## src/rtl/spram_arb_pkg.sv

```systemverilog
// rtl/spram_arb_pkg.sv - shared types and round-robin pick helper for the SPRAM burst arbiter
package spram_arb_pkg;

  typedef enum logic {ARB_IDLE, ARB_GRANT} TYPE_ARB_ST;

  localparam int ARB_MAXREQ = 8;

  // First asserted requester scanning ptr, ptr+1, ... mod nreq; returns ptr when none is valid.
  function automatic logic [2:0] rr_pick(input logic [7:0] valid, input logic [2:0] ptr, input int nreq);
    logic [2:0] pick;
    logic       found;
    int         idx;
    pick  = ptr;
    found = 1'b0;
    for (int i = 0; i < ARB_MAXREQ; i++) begin
      idx = (int'(ptr) + i) % nreq;
      if (!found && (i < nreq) && valid[idx[2:0]]) begin
        pick  = idx[2:0];
        found = 1'b1;
      end
    end
    return pick;
  endfunction

endpackage

```

## src/rtl/spram_arb_rpipe.sv

```systemverilog
// rtl/spram_arb_rpipe.sv - fixed-depth valid/index delay line matching the RAM read latency
module spram_arb_rpipe #(
  parameter int DEPTH = 1,
  parameter int IDXW  = 2
) (
  input  logic            i_clk,
  input  logic            i_clr,
  input  logic            i_push_vld,
  input  logic [IDXW-1:0] i_push_idx,
  output logic            o_vld,
  output logic [IDXW-1:0] o_idx
);

  logic [DEPTH-1:0] r_vld;
  logic [IDXW-1:0]  r_idx [DEPTH];

  always_ff @(posedge i_clk) begin
    if (i_clr) begin
      r_vld <= '0;
      for (int k = 0; k < DEPTH; k++) r_idx[k] <= '0;
    end else begin
      r_vld[0] <= i_push_vld;
      r_idx[0] <= i_push_idx;
      for (int k = DEPTH - 1; k > 0; k--) begin
        r_vld[k] <= r_vld[k-1];
        r_idx[k] <= r_idx[k-1];
      end
    end
  end

  assign o_vld = r_vld[DEPTH-1];
  assign o_idx = r_idx[DEPTH-1];

endmodule

```

## src/rtl/spram_burst_arb.sv

```systemverilog
// rtl/spram_burst_arb.sv - round-robin burst-locked arbiter sharing one single-port RAM
// Optional per-grant beat limit enabled by SPRAM_ARB_MAXBURST_EN.
module spram_burst_arb
  import spram_arb_pkg::*;
#(
  parameter int NREQ       = 4,
  parameter int AXI_AW     = 40,
  parameter int AXI_DW     = 128,
  parameter int AXI_WSTRBW = AXI_DW / 8,
  parameter int SLV_WS     = 1,
  parameter int MAX_BEATS  = 16,
  parameter int IDXW       = $clog2(NREQ)
) (
  input  logic                       RAM_CLK,
  input  logic                       RAM_RESET,
  input  logic [NREQ-1:0]            REQ_VALID,
  output logic [NREQ-1:0]            REQ_READY,
  input  logic [NREQ-1:0]            REQ_WE,
  input  logic [NREQ-1:0]            REQ_LAST,
  input  logic [NREQ*AXI_AW-1:0]     REQ_ADDR,
  input  logic [NREQ*AXI_DW-1:0]     REQ_WDATA,
  input  logic [NREQ*AXI_WSTRBW-1:0] REQ_WSTRB,
  output logic [NREQ-1:0]            RSP_VALID,
  output logic [AXI_DW-1:0]          RSP_DATA,
  output logic [IDXW-1:0]            OWNER,
  output logic                       BUSY,
  output logic [AXI_AW-1:0]          RAM_A,
  output logic                       RAM_CEN,
  output logic [AXI_DW-1:0]          RAM_D,
  output logic [AXI_WSTRBW-1:0]      RAM_WEN,
  input  logic [AXI_DW-1:0]          RAM_Q
);

  TYPE_ARB_ST      r_state, w_state_nxt;
  logic [IDXW-1:0] r_owner, w_owner_nxt;
  logic [IDXW-1:0] r_rr_ptr, w_rr_ptr_nxt;
  logic [IDXW-1:0] w_pick, w_owner_inc, w_rsp_idx;
  logic            w_grant, w_fire, w_cap, w_end, w_rsp_vld;
  logic            w_owner_vld, w_owner_we, w_owner_last;

  assign w_pick       = IDXW'(rr_pick(8'(REQ_VALID), 3'(r_rr_ptr), NREQ));
  assign w_owner_inc  = (r_owner == IDXW'(NREQ - 1)) ? '0 : r_owner + IDXW'(1);
  assign w_owner_vld  = REQ_VALID[r_owner];
  assign w_owner_we   = REQ_WE[r_owner];
  assign w_owner_last = REQ_LAST[r_owner];

  // Reset also gates the beat handshake so an abandoned burst never touches the RAM.
  assign w_grant = (r_state == ARB_GRANT) && !RAM_RESET;
  assign w_fire  = w_grant && w_owner_vld;

  assign REQ_READY = w_fire ? (NREQ'(1) << r_owner) : '0;
  assign RAM_CEN   = ~w_fire;
  assign RAM_A     = w_fire ? REQ_ADDR[r_owner*AXI_AW +: AXI_AW] : '0;
  assign RAM_D     = w_fire ? REQ_WDATA[r_owner*AXI_DW +: AXI_DW] : '0;
  assign RAM_WEN   = ~(REQ_WSTRB[r_owner*AXI_WSTRBW +: AXI_WSTRBW] & {AXI_WSTRBW{w_fire & w_owner_we}});
  assign BUSY      = (r_state == ARB_GRANT) && !RAM_RESET;
  assign OWNER     = RAM_RESET ? '0 : r_owner;

`ifdef SPRAM_ARB_MAXBURST_EN
  localparam int CNTW = $clog2(MAX_BEATS + 1);
  logic [CNTW-1:0] r_beat_cnt;

  always_ff @(posedge RAM_CLK) begin
    if (RAM_RESET || (r_state == ARB_IDLE)) r_beat_cnt <= '0;
    else if (w_fire)                        r_beat_cnt <= r_beat_cnt + CNTW'(1);
  end

  assign w_cap = (r_beat_cnt == CNTW'(MAX_BEATS - 1));
`else
  assign w_cap = 1'b0;
`endif

  assign w_end = w_fire && (w_owner_last || w_cap);

  always_comb begin
    w_state_nxt  = r_state;
    w_owner_nxt  = r_owner;
    w_rr_ptr_nxt = r_rr_ptr;
    case (r_state)
      ARB_IDLE: begin
        if (|REQ_VALID) begin
          w_state_nxt = ARB_GRANT;
          w_owner_nxt = w_pick;
        end
      end
      ARB_GRANT: begin
        if (w_end) begin
          w_state_nxt  = ARB_IDLE;
          w_rr_ptr_nxt = w_owner_inc;
        end
      end
      default: w_state_nxt = ARB_IDLE;
    endcase
  end

  always_ff @(posedge RAM_CLK) begin
    if (RAM_RESET) begin
      r_state  <= ARB_IDLE;
      r_owner  <= '0;
      r_rr_ptr <= '0;
    end else begin
      r_state  <= w_state_nxt;
      r_owner  <= w_owner_nxt;
      r_rr_ptr <= w_rr_ptr_nxt;
    end
  end

  spram_arb_rpipe #(
    .DEPTH (SLV_WS),
    .IDXW  (IDXW)
  ) u_rpipe (
    .i_clk      (RAM_CLK),
    .i_clr      (RAM_RESET),
    .i_push_vld (w_fire & ~w_owner_we),
    .i_push_idx (r_owner),
    .o_vld      (w_rsp_vld),
    .o_idx      (w_rsp_idx)
  );

  assign RSP_VALID = (w_rsp_vld && !RAM_RESET) ? (NREQ'(1) << w_rsp_idx) : '0;
  assign RSP_DATA  = (w_rsp_vld && !RAM_RESET) ? RAM_Q : '0;

endmodule

```

## config.mk

```make
export PLATFORM = sky130hd
export DESIGN_NAME = spram_burst_arb
export DESIGN_NICKNAME = d
export VERILOG_FILES = /design/src/rtl/spram_arb_pkg.sv /design/src/rtl/spram_arb_rpipe.sv /design/src/rtl/spram_burst_arb.sv
export SDC_FILE = /design/constraint.sdc
export NUM_CORES = 1
export LEC_CHECK = 0
export BUFFER_PORTS_ARGS = -buffer_cell sky130_fd_sc_hd__buf_2
export CORE_AREA = 2 2 470 472
export DETAILED_ROUTE_END_ITERATION = 7
export DIE_AREA = 0 0 472 474
export HOLD_SLACK_MARGIN = 0.06
export MAX_ROUTING_LAYER = met4
export PLACE_DENSITY = 0.3
export SLEW_MARGIN = 20
export SYNTH_ARGS = -nofsm -noshare
export SYNTH_HDL_FRONTEND = slang
export SYNTH_SLANG_ARGS = --single-unit
```

## constraint.sdc

```tcl
create_clock -name RAM_CLK -period 2.15 [get_ports RAM_CLK]
set_input_delay 0.43 -clock RAM_CLK [delete_from_list [all_inputs] [get_ports RAM_CLK]]
set_output_delay 0.43 -clock RAM_CLK [all_outputs]
set_load 0.02 [all_outputs]
```

==> metrics.csv, run 1 <==
stage,metric,value,unit
critical_path,CP Data Required Time,1.72,ns
floorplanning,Die Y-Extent,474,um
floorplanning,Die X,472,um
critical_path,WS Path Type,reg2out,
floorplanning,initial core utilization,3.23,%
power,worst ir drop on vdd,0.216,mV
route,initial drt markers,576,
clock_tree,worst-skew pair later-pin latency,0.24,ns
critical_path,Worst path max stage delay,0.61,ns
clock_tree,CTS Buffer Depth,2,
route,vias per inst,2.68,
sta,highest clock rate,0.382,GHz
critical_path,CP Data Arrival Time,2.19,ns
power,Pleak,8.74,nW
floorplanning,total die area,224000,um2
logic_synthesis,"top cells by area, synth","mux4_2 (60%), and3_1 (15%), and2_1 (11%)",
route,uppermost layer routed,met4,
sta,Slew @ Worst Pin,0.330,ns
final_layout,layout cells sized above 1,84.4,%
global_routing,GRT overflow,0,
clock_tree,"CTS clk-pin slew, worst paths",0.04,ns
sta,Rel. slew slack,78.0,%
global_routing,GRT Resource Usage Total,13.0,%
clock_tree,clock buffers created by TritonCTS,3,
clock_tree,clock sink count,8,
sta,setup tns final,-72.13,ns
logic_synthesis,Mapped Area,7070,um2
hold_path,HP Class,reg2reg,
route,routed length on met2,74300,um
placement,hpwl dp,140000,um
critical_path,Slowest cell on crit path,mux4_2,
power,P_int,0.00230,W
logic_synthesis,post-synthesis sequential area ratio,2.27,%
critical_path,"Max FO, Critical Path",16,
power,Comb power frac,88.5,%
sta,RSZ-0062 raised after global routing,true,
placement,Port Buf Inserts,1201,
logic_synthesis,cell count after synthesis,658,
clock_tree,CTS tree,yes,
status,violated checks,setup timing,
final_layout,nets,2767,
placement,RePlAce Congestion,1.00,
sta,minimum clock period after layout,2.62,ns
final_layout,P&R area growth vs syn,174,%
power,power density over the cells,226,nW/um2
critical_path,sequence of cells on the critical path,buf_12 > buf_12 > mux4_2 > and3_4 > buf_12 > nand2_2 > buf_12,
power,P_sw,0.00208,W
route,Met3 Wirelength,14800,um
global_routing,first-pass GRT wire length,176000,um
power,Sw Share,47.5,%
sta,"Slew Viols, Final",0,
clock_tree,Root Driver,clkbuf_16,
sta,setup ws final,-0.469,ns
route,WL met1,52900,um
logic_synthesis,largest area contributor in the netlist,mux4_2,
critical_path,Worst setup EP type,output port,
placement,"Cell Area, Placed",17600,um2
final_layout,Fill cells,25649,
floorplanning,core area,219000,um2
logic_synthesis,Synthesized Nets,1540,
critical_path,CP startpoint kind,flop,
sta,worst-case hold slack,0.548,ns
global_routing,initial antenna violation count,246,
route,DRC Markers,0,
global_routing,vias in the first global route,13262,
floorplanning,Rows,172,
route,via count,13061,
logic_synthesis,Synth cell types,25,
route,Routed Antenna Nets,0,
final_layout,Post-Layout Cell Count,4878,
route,Routed WL,150000,um
sta,clk_skew,0.00554,ns
logic_synthesis,synthesized flop and latch total,8,
sta,final setup fails,192,
floorplanning,# IOs,1202,
placement,Placed Instances,4716,
status,outcome,finished with violations,
global_routing,largest net degree at the start of global routing,79,
final_layout,design area,19400,um2
logic_synthesis,syn_area_per_cell,10.7,um2
logic_synthesis,synth warn,0,
power,Clock power frac,7.7,%
sta,Fin. Hold Viols,0,
sta,fin crit share,122,%
clock_tree,H-tree levels,1,
run,max-cap violation count,0,
route,DRT Pass-1 Iters,5,
power,Reg power frac,3.7,%
critical_path,"most used cell, CP",buf_12,
final_layout,final core utilization,8.87,%
logic_synthesis,Yosys top cell area share,59.6,%
route,Avg WL per Cell,30.7,um
==> critical path: cells and delay by family, from the launching register on <==
kind | cells | cell delay (ns)
flip-flops | 1 | 0.39
multiplexers | 1 | 0.61
buffers and inverters | 4 | 0.57
AND/OR/NAND/NOR | 2 | 0.35
==> metal layers <==
layer  global-route usage, %  up-vias
li1                        -     5279
met1                    13.6     6244
met2                    22.7     1213
met3                    4.04      325
met4                    5.21        0
met5                       -        -
==> stage by stage <==
step	power (W)	worst slack, ns
detailed placement	0.00368	-0.419
global placement	0.00368	-0.443
CTS	0.00443	-0.503
finish	0.00438	-0.469
global route	0.00460	-0.510
floorplan	0.00149	0.0468
==> power groups by stage <==
stage	Combinational (W)	Sequential [W]	Clock (W)
after floorplan	0.00132	0.000165	0
after global placement	0.00352	0.000166	0
after detailed placement	0.00352	0.000166	0
after CTS	0.00392	0.000164	0.000345
after global routing	0.00409	0.000165	0.000352
final	0.00388	0.000164	0.000338
==> cell usage after synthesis (all sizes together) <==
library cell  count
inv               4
a21oi             5
dfxtp             8
o2111ai           1
mux2i             2
nor2b             5
nor3b             2
clkbuf           60
ha                4
mux4            187
and3            174
buf              37
a211o             1
nand2            21
a2bb2oi           1
o21ai             2
and3b             1
a21o              1
o221ai            1
nand3             2
and2            128
nor2             11
==> what timing repair did <==
item / 4_1_cts / 5_1_grt
endpoints found under the setup margin: 190 / 192
cloned: 9 / 1
resized for setup: 208 / 49
hold buffers: 0 / 0
pin swaps: 14 / 2
buffers inserted: 19 / 7
==> final timing paths <==
path | start | to | slack [ns] | depth (start not counted)
worst max-delay path | r_owner[0] | RAM_WEN[14] | -0.47 | 7
worst min register to register | r_rr_ptr[0] | r_rr_ptr[0] | 0.55 | 2
worst min-delay path | r_rr_ptr[0] | r_rr_ptr[0] | 0.55 | 2
worst max register to register | r_owner[1] | r_rr_ptr[1] | -0.07 | 9
==> cells in the final DEF, fill, tap and decap left out, types with 3 or more instances in the layout <==
master        n
nor2b_1       3
nand2_2      17
buf_4        69
a21oi_1       5
buf_12       58
diode_2     123
inv_1         4
nand2_1       4
nor2_1       11
buf_8         4
buf_6        71
and3_1      114
buf_2      1104
clkbuf_16     4
mux4_2      186
buf_16       10
dfxtp_1       6
ha_1          4
and3_4       60
and2_1      128
==> state kept, by name, indices dropped and copies added, names as in the netlist <==
register       cells
r_owner            2
r_rr_ptr           2
u_rpipe.r_idx      2
r_state            1
u_rpipe.o_vld      1
==> cell type report <==
| cell class | instances | area (um2) | share of cell area, % |
|---|---|---|---|
| Antenna cell | 123 | 308 | 1.59 |
| Clock buffer | 4 | 78.8 | 0.407 |
| Inverter | 4 | 15.0 | 0.0775 |
| Multi-Input combinational cell | 549 | 6790 | 35.0 |
| Sequential cell | 8 | 168 | 0.865 |
| Tap cell | 2871 | 3590 | 18.5 |
| Timing Repair Buffer | 1319 | 8430 | 43.5 |
==> kinds of logic after synthesis <==
logic type	Yosys count	synth area share, %
AND/OR/NAND/NOR	344	29.4
AO/OA/AOI/OAI	12	1.10
multiplexers	189	59.9
flip-flops	8	2.27
adder cells (fa/ha/maj)	4	0.708
buffers and inverters	101	6.71
(Power assumes the default switching activity.)
==> run 2, diff against run 1 <==
--- a/config.mk
+++ b/config.mk
@@ -16,3 +16,4 @@
 export SYNTH_ARGS = -nofsm -noshare
 export SYNTH_HDL_FRONTEND = slang
 export SYNTH_SLANG_ARGS = --single-unit
+export TNS_END_PERCENT = 100
==> constraint.sdc (replaced) <==
create_clock -name RAM_CLK -period 2.5 [get_ports RAM_CLK]
set_input_delay 0.5 -clock RAM_CLK [delete_from_list [all_inputs] [get_ports RAM_CLK]]
set_output_delay 0.5 -clock RAM_CLK [all_outputs]
set_load 0.02 [all_outputs]
==> metrics.csv, run 2 (synthesized netlist as in run 1, its figures left out) <==
stage,metric,value,unit,change
sta,"Slew Viols, Final",0,,unchanged
global_routing,initial antenna violation count,247,,+0.41%
sta,fin crit share,108,%,
run,max-cap violation count,0,,unchanged
final_layout,nets,2782,,+0.54%
critical_path,CP Data Arrival Time,2.21,ns,+0.02 ns
global_routing,vias in the first global route,13300,,+0.29%
clock_tree,worst-skew pair later-pin latency,0.23,ns,about the same
hold_path,HP Class,reg2reg,,
final_layout,biggest regs,"r_owner: 2 flops, r_rr_ptr: 2 flops, u_rpipe.r_idx: 2 flops",,
critical_path,flop2flop setup slack,0.52,ns,+0.59 ns
clock_tree,H-tree levels,1,,unchanged
route,Routed Antenna Nets,0,,unchanged
route,DRT Pass-1 Iters,5,,unchanged
status,violated checks,setup timing,,
global_routing,largest net degree at the start of global routing,80,,+1.3%
placement,hpwl dp,139000,um,-0.32%
clock_tree,clock sink count,8,,unchanged
placement,Port Buf Inserts,1201,,unchanged
power,Pleak,9.00,nW,+3.0%
sta,setup ws final,-0.212,ns,+0.256 ns
sta,Rel. slew slack,63.7,%,-14 points
clock_tree,CTS tree,yes,,
power,Overall Power,0.00401,W,-8.5%
route,Avg WL per Cell,31.3,um,+2.2%
clock_tree,hold_buf cts,0,,unchanged
power,worst ir drop on vdd,0.148,mV,-32%
floorplanning,total die area,224000,um2,unchanged
critical_path,WS Path Type,reg2out,,
critical_path,worst-case reg-to-reg path depth,7,,-2
sta,clk_skew,0.00231,ns,-0.00323 ns
critical_path,reg2reg end,r_rr_ptr[1],,
route,via count,13270,,+1.6%
clock_tree,Root Driver,clkbuf_16,,
clock_tree,"CTS clk-pin slew, worst paths",0.04,ns,about the same
sta,RSZ-0062 raised after global routing,true,,
final_layout,layout cells sized above 1,87.2,%,+2.8 points
placement,RePlAce Congestion,0.993,,-0.75%
critical_path,CP endpoint,RAM_D[14],,
floorplanning,Die Y-Extent,474,um,unchanged
route,DRC Markers,0,,unchanged
sta,Slew @ Worst Pin,0.543,ns,+0.213 ns
critical_path,R2R Path Start,r_owner[1],,
final_layout,Post-Layout Cell Count,4884,,+0.12%
global_routing,first-pass GRT wire length,180000,um,+2.1%
floorplanning,Rows,172,,unchanged
floorplanning,# IOs,1202,,unchanged
global_routing,GRT overflow,0,,unchanged
final_layout,"commonest non-fill, non-tap cell in the layout",buf_2,,
global_routing,GRT Resource Usage Total,13.3,%,+0.31 points
floorplanning,Die X,472,um,unchanged
power,power density over the cells,195,nW/um2,-14%
sta,Fin. Hold Viols,0,,unchanged
placement,Placed Instances,4713,,-0.064%
critical_path,Setup crit start,r_owner[0],,
critical_path,Worst setup EP type,output port,,
final_layout,P&R area growth vs syn,190,%,
critical_path,"Max FO, Critical Path",7,,-9
route,Routed WL,153000,um,+2.3%
route,initial drt markers,669,,+16%
clock_tree,clock buffers created by TritonCTS,3,,unchanged
clock_tree,CTS Buffer Depth,2,,unchanged
sta,final setup fails,188,,-2.1%
final_layout,final core utilization,9.38,%,+0.52 points
placement,"Cell Area, Placed",17500,um2,-0.16%
floorplanning,core area,219000,um2,unchanged
floorplanning,initial core utilization,3.23,%,unchanged
sta,highest clock rate,0.369,GHz,
sta,setup tns final,-21.25,ns,+50.88 ns
status,outcome,finished with violations,,
critical_path,CP Data Required Time,2.00,ns,+0.28 ns
route,vias per inst,2.72,,+1.5%
final_layout,design area,20500,um2,+5.9%
final_layout,most frequent cells in the layout,"buf_2 (1060), mux4_2 (186), buf_6 (132), and2_1 (128), and3_4 (110)",,
critical_path,CP startpoint kind,flop,,
sta,minimum clock period after layout,2.71,ns,
[run 2: cell count changes in the layout (fill, tap and decap cells not counted), sizes merged]
cell,change
clkbuf,-1
diode,-8
bufbuf,+2
buf,+13
[run 2: per-stage QoR]
stage | hold slack [ns] | worst slack (ns)
CTS | 0.564 | -0.249
floorplan | 0.487 | 0.298
detailed placement | 0.559 | -0.209
finish | 0.578 | -0.212
global placement | 0.544 | -0.201
global route | 0.600 | -0.246
[run 2: timing repair]
item | CTS | global route
setup endpoints to repair | 186 | 188
gates resized for setup | 428 | 56
cloned | 17 | 1
pin swaps | 80 | 16
setup buffers | 38 | 9
[run 2: worst min path at each step]
stage | depth (start not counted) | endpoint | slack, ns | from
detailed placement | 2 | r_rr_ptr[0] | 0.56 | r_rr_ptr[0]
global route | 2 | r_state | 0.60 | r_state
finish | 2 | r_state | 0.58 | r_state
floorplan | 2 | r_rr_ptr[0] | 0.49 | r_rr_ptr[0]
CTS | 2 | r_rr_ptr[0] | 0.56 | r_rr_ptr[0]
global placement | 2 | r_rr_ptr[0] | 0.54 | r_rr_ptr[0]
[run 2: metal layers]
metal / part of all wire, % / GRT usage, % / wire length (um)
met1: 35 / 14.2 / 53700
met5: 0 / - / 0
met2: 50 / 23.4 / 76200
met4: 5.0 / 5.01 / 7660
met3: 10 / 3.73 / 15400
[run 2: where the power goes]
| part | switching, W | internal (W) | leakage (nW) |
|---|---|---|---|
| combinational | 0.00182 | 0.00178 | 8.90 |
| sequential | 0.00000981 | 0.000134 | 0.0667 |
| clock | 0.0000643 | 0.000206 | 0.0377 |
[run 2: layout make-up]
cell class | instances | area (um2)
Multi-Input combinational cell | 549 | 7130
Inverter | 4 | 15.0
Timing Repair Buffer | 1334 | 9250
Sequential cell | 8 | 168
Clock buffer | 3 | 75.1
Fill cell | 25617 | 198000
Antenna cell | 115 | 288
Tap cell | 2871 | 3590
[run 2: critical path: stages (launching register included)]
cell	delay (ns)
dfxtp_4	0.36
buf_12	0.15
buf_12	0.16
buf_16	0.15
buf_4	0.12
mux4_2	0.63
and3_4	0.23
buf_6	0.12
